`src/rtl/jk_pkg.sv`:
```
// Shared types and JK excitation codes for the JK bank driver.
package jk_pkg;

    typedef enum logic [1:0] {
        IDLE  = 2'd0,
        APPLY = 2'd1,
        WAIT  = 2'd2
    } state_t;

    // Codes are {j, k}.
    localparam logic [1:0] JK_HOLD = 2'b00;
    localparam logic [1:0] JK_RST  = 2'b01;
    localparam logic [1:0] JK_SET  = 2'b10;
    localparam logic [1:0] JK_TGL  = 2'b11;

    function automatic logic [1:0] jk_code(input logic cur, input logic tgt, input logic tgl);
        if (cur == tgt) begin
            return JK_HOLD;
        end else if (tgl) begin
            return JK_TGL;
        end else begin
            return tgt ? JK_SET : JK_RST;
        end
    endfunction

endpackage

```
`src/rtl/jk_excite.sv`:
```
// Combinational per-word JK excitation: codes that move cur to tgt in one clock.
module jk_excite
    import jk_pkg::*;
#(
    parameter int unsigned WIDTH = 4
) (
    input  logic [WIDTH-1:0] cur,
    input  logic [WIDTH-1:0] tgt,
    input  logic             tgl,
    output logic [WIDTH-1:0] j,
    output logic [WIDTH-1:0] k
);

    always_comb begin
        j = '0;
        k = '0;
        for (int i = 0; i < int'(WIDTH); i++) begin
            {j[i], k[i]} = jk_code(cur[i], tgt[i], tgl);
        end
    end

endmodule

```
`src/rtl/jk_bank_driver.sv`:
```
// Drives j/k into a JK flip-flop bank until q matches the requested target, with retries.
// Optional JK_TOGGLE_EN: latch req_toggle and use the toggle code for differing bits.
module jk_bank_driver
    import jk_pkg::*;
#(
    parameter int unsigned WIDTH     = 4,
    parameter int unsigned SETTLE    = 1,
    parameter int unsigned MAX_RETRY = 2
) (
    input  logic             clk,
    input  logic             rst,
    input  logic             req_valid,
    output logic             req_ready,
    input  logic [WIDTH-1:0] req_target,
    input  logic             req_toggle,
    input  logic [WIDTH-1:0] q_fb,
    output logic [WIDTH-1:0] j,
    output logic [WIDTH-1:0] k,
    output logic             busy,
    output logic             done,
    output logic             err
);

    localparam int unsigned SW = (SETTLE > 1) ? $clog2(SETTLE) : 1;
    localparam int unsigned RW = (MAX_RETRY > 0) ? $clog2(MAX_RETRY + 1) : 1;

    state_t            state_q;
    logic [WIDTH-1:0]  tgt_q;
    logic              tgl_q;
    logic [RW-1:0]     retry_q;
    logic [SW-1:0]     settle_q;

    logic              tgl_in;
    logic [WIDTH-1:0]  ex_tgt;
    logic              ex_tgl;
    logic [WIDTH-1:0]  ex_j;
    logic [WIDTH-1:0]  ex_k;
    logic              accept;

`ifdef JK_TOGGLE_EN
    assign tgl_in = req_toggle;
`else
    logic unused_req_toggle;
    assign unused_req_toggle = req_toggle;
    assign tgl_in = 1'b0;
`endif

    assign req_ready = (state_q == IDLE) && !rst;
    assign busy      = (state_q != IDLE);
    assign accept    = req_valid && req_ready;

    // In IDLE the excitation is for the incoming request; afterwards for the latched one.
    assign ex_tgt = (state_q == IDLE) ? req_target : tgt_q;
    assign ex_tgl = (state_q == IDLE) ? tgl_in : tgl_q;

    jk_excite #(
        .WIDTH(WIDTH)
    ) u_excite (
        .cur(q_fb),
        .tgt(ex_tgt),
        .tgl(ex_tgl),
        .j  (ex_j),
        .k  (ex_k)
    );

    always_ff @(posedge clk or posedge rst) begin
        if (rst) begin
            state_q  <= IDLE;
            tgt_q    <= '0;
            tgl_q    <= 1'b0;
            retry_q  <= '0;
            settle_q <= '0;
            j        <= '0;
            k        <= '0;
            done     <= 1'b0;
            err      <= 1'b0;
        end else begin
            done <= 1'b0;
            err  <= 1'b0;
            unique case (state_q)
                IDLE: begin
                    j <= '0;
                    k <= '0;
                    if (accept) begin
                        tgt_q   <= req_target;
                        tgl_q   <= tgl_in;
                        j       <= ex_j;
                        k       <= ex_k;
                        retry_q <= '0;
                        state_q <= APPLY;
                    end
                end
                APPLY: begin
                    j        <= '0;
                    k        <= '0;
                    settle_q <= SW'(SETTLE - 1);
                    state_q  <= WAIT;
                end
                WAIT: begin
                    if (settle_q != '0) begin
                        settle_q <= settle_q - 1'b1;
                    end else if (q_fb == tgt_q) begin
                        done    <= 1'b1;
                        state_q <= IDLE;
                    end else if (32'(retry_q) < MAX_RETRY) begin
                        retry_q <= retry_q + 1'b1;
                        j       <= ex_j;
                        k       <= ex_k;
                        state_q <= APPLY;
                    end else begin
                        err     <= 1'b1;
                        state_q <= IDLE;
                    end
                end
                default: state_q <= IDLE;
            endcase
        end
    end

endmodule

```
`config.mk`:
```
export PLATFORM = sky130hd
export DESIGN_NAME = jk_bank_driver
export DESIGN_NICKNAME = d
export VERILOG_FILES = /design/src/rtl/jk_pkg.sv /design/src/rtl/jk_excite.sv /design/src/rtl/jk_bank_driver.sv
export SDC_FILE = /design/constraint.sdc
export NUM_CORES = 1
export LEC_CHECK = 0
export CORE_MARGIN = 2
export CORE_UTILIZATION = 39
export CTS_BUF_LIST = sky130_fd_sc_hd__clkbuf_8
export CTS_CLUSTER_DIAMETER = 30
export DETAILED_ROUTE_END_ITERATION = 10
export PLACE_DENSITY = 0.74
export RECOVER_POWER = 25
export SLEW_MARGIN = 25
export SYNTH_ARGS = -nofsm -noshare
export SYNTH_HDL_FRONTEND = slang
export SYNTH_HIERARCHICAL = 1
export SYNTH_SLANG_ARGS = --single-unit
```
`constraint.sdc`:
```
create_clock -name clk -period 2.9 [get_ports clk]
set_input_delay 0.725 -clock clk [delete_from_list [all_inputs] [get_ports clk]]
set_output_delay 0.725 -clock clk [all_outputs]
set_load 0.05 [all_outputs]
```
==> qor.yml <==
sta:
  fin_skew_ns: 0.00313
  setup_viol: 0
  tightest_slew_ns: 0.690
  min_period_over_period_pct: 87.0
  finalCriticalPeriod_ns: 2.52
  holdWs_ns: 0.517
  slew_viol_final: 0
  rsz0062_at_grt: "no"
  hold_viol_final: 0
  fin_setup_tns_ns: 0
  max_freq_mhz: 396
  slew_headroom_pct: 54.0
detailed_routing:
  final_antenna_net_count: 0
  initialDrtViolationCount: 5
  avgViaCountPerCell: 5.25
  wl_per_cell_um: 14.2
  firstDrtPassIters: 4
  vias: 808
  drc_errors: 0
  routed_wl_um: 2190
synth:
  syn_inst: 98
  synth_flop_cell: "dfrtp_1"
  synth_top_area_share_pct: 40.4
  syn_nets: 114
  async_flop_share_pct: 100
  synth_seq_area_share_pct: 40.4
  yosysTopAreaCell: "dfrtp_1"
  ys_ff_latch: 18
  syn_area_um2: 1120
  synth.area.top_cells: "dfrtp_1 40%, nor2b_4 7.4%, xnor2_2 5.8%, mux2_2 5.0%, a22o_1 4.7%"
  syn_area_per_cell_um2: 11.4
  ys_top_cells_by_count: "18 x dfrtp_1, 8 x nand2_1, 6 x a21o_1, 6 x a22o_1, 6 x nor2b_4"
  synth_edf_count: 0
  synth_most_common_cell: "dfrtp_1"
  yosysWarnings: 6
  ys_types: 32
setup_path:
  start_kind: "register"
  cp.required_ns: 2.17
  cp_slowest_cell: "clkdlybuf4s50_1"
  crit_type: "reg -> out"
  critPathBufInv: 3
  cp_slowest_stage_delay_ns: 0.79
  critPathArrivalTime_ns: 1.80
  crit_family: "buffers and inverters"
  path_max_fanout: 3
  crit_chain: "inv_1, ha_1, inv_1, clkdlybuf4s50_1"
  end_kind: "output port"
  crit_top_cell: "inv_1"
grt:
  track_usage_pct: 15.5
  grt_pass1_wl_um: 3880
  antenna_found_initial: 0
  overflow: 0
  grt_pass1_vias: 828
  grt_max_degree: 19
cts:
  cts_tree: "done"
  post_cts_buffers: 0
  cts_buffers: 3
  htree_levels: 1
  cts_buffer_depth: 2
  cts_resized: 0
  ctsHoldBuffers: 0
  clk_pin_slew_ns: 0.07
  cts_sinks: 18
  clk_latency_ns: 0.26
  cts_root_buffer: "clkbuf_8"
layout:
  diodes: 0
  final_cells: 154
  final_util_pct: 52.5
  fin_nets: 140
  area_growth_pct: 28.7
  layout-drive-gt1-share_pct: 21.1
floorplan:
  core_um2: 2730
  pin_count: 24
  floorplan.initialDensity_pct: 40.8
  fp.dieH_um: 57.5
  die_w_um: 57.5
  placementRows: 19
  die_area_um2: 3310
placed_design:
  dp.cells: 150
  gp_congestion: 0.796
  port_buffers: 22
  dp_hpwl_um: 1700
power:
  power_frac_comb_pct: 55.7
  switching_share_pct: 42.7
  finalPower_mw: 1.35
  p_int_mw: 0.772
  p_switching_mw: 0.575
  p_seq_share_pct: 28.8
  power_leakage_nw: 0.676
  power_density_nw_per_um2: 938
  vdd_drop_max_mv: 0.692
  power_frac_clock_pct: 15.5
status:
  status: "complete, no violations"
hold_path:
  hold_path_class: "reg -> reg"
run:
  max_cap_viol_count: 0
-- state kept, by name, summed over array words and instances (netlist names) --
| name | count |
|---|---|
| done | 1 |
| j | 4 |
| err | 1 |
| state_q | 2 |
| retry_q | 2 |
| k | 4 |
| tgt_q | 4 |
-- cells by family (layout without fill, tap and decap cells) --
group / after synthesis / after routing / synth area share [%]
AOI/OAI and AO/OA: 29 / 29 / 20.3
and+or+nand+nor: 24 / 24 / 15.2
DFF: 18 / 18 / 40.4
muxes: 11 / 11 / 10.8
buffers and inverters: 7 / 32 / 2.69
adders and majority gates: 4 / 4 / 4.48
xor gates and xnor gates: 4 / 4 / 5.83
other: 1 / 1 / 0.336
-- power groups by stage --
stage	clock network (mW)	registers, mW	logic [mW]
after floorplan	0	0.481	0.466
after global placement	0	0.387	0.738
after detailed placement	0	0.392	0.755
after CTS	0.215	0.388	0.758
after global routing	0.228	0.398	0.814
final	0.209	0.388	0.750
-- area by class of cell --
class | count | area [um2]
flip-flops and latches | 18 | 450
well taps | 31 | 38.8
repair buffers | 23 | 238
fillers | 248 | 1300
inverters | 5 | 18.8
multi-input cells | 73 | 636
clock buffers | 4 | 55.1
-- layer usage --
layer	up-vias	share of wire (%)	track usage, %
met4	0	1.1	4.98
li1	396	-	-
met5	-	0	0
met1	393	44	18.5
met2	16	50	26.0
met3	3	5.0	5.44
-- metrics by stage --
step | instance area, um2 | setup slack, ns
4_1_cts | 1440 | 0.356
3_3_place_gp | 1380 | 0.582
3_5_place_dp | 1380 | 0.559
6_report | 1440 | 0.377
2_1_floorplan | 1120 | 0.730
5_1_grt | 1440 | 0.282
-- worst register-to-register path: stages, from the launching register on --
cell and delay, ns:
dfrtp_1 0.41, inv_1 0.11, ha_1 0.18, buf_4 0.19
mux2_1 0.40, nor2b_4 0.15, a21o_1 0.15, a22o_1 0.19
-- worst paths after layout --
path / cells after the start / from / slack, ns / endpoint
setup / recovery: 4 / state_q[0]$_DFFE_PP0P_ / 0.38 / busy
hold / removal: 1 / j[3]$_DFFE_PP0P_ / 0.52 / j[3]$_DFFE_PP0P_
setup reg to reg: 7 / state_q[1]$_DFFE_PP0P_ / 1.01 / j[3]$_DFFE_PP0P_
hold reg to reg: 1 / j[3]$_DFFE_PP0P_ / 0.52 / j[3]$_DFFE_PP0P_
max in group asynchronous: 2 / rst / 1.41 / err$_DFF_PP0_
min in group asynchronous: 2 / rst / 1.05 / tgt_q[1]$_DFFE_PP0P_
-- placed cells by master, fill, tap and decap left out, drive strengths merged, types with 5 or more instances in the layout --
cell type      Yosys  layout
clkdlybuf4s50      0      20
dfrtp             18      18
nand2              8       8
mux2               8       8
nor2b              7       7
a22o               6       6
a21o               6       6
o21ai              6       6
inv                5       5
nor2               5       5
Power figures use the tool's default switching activity.
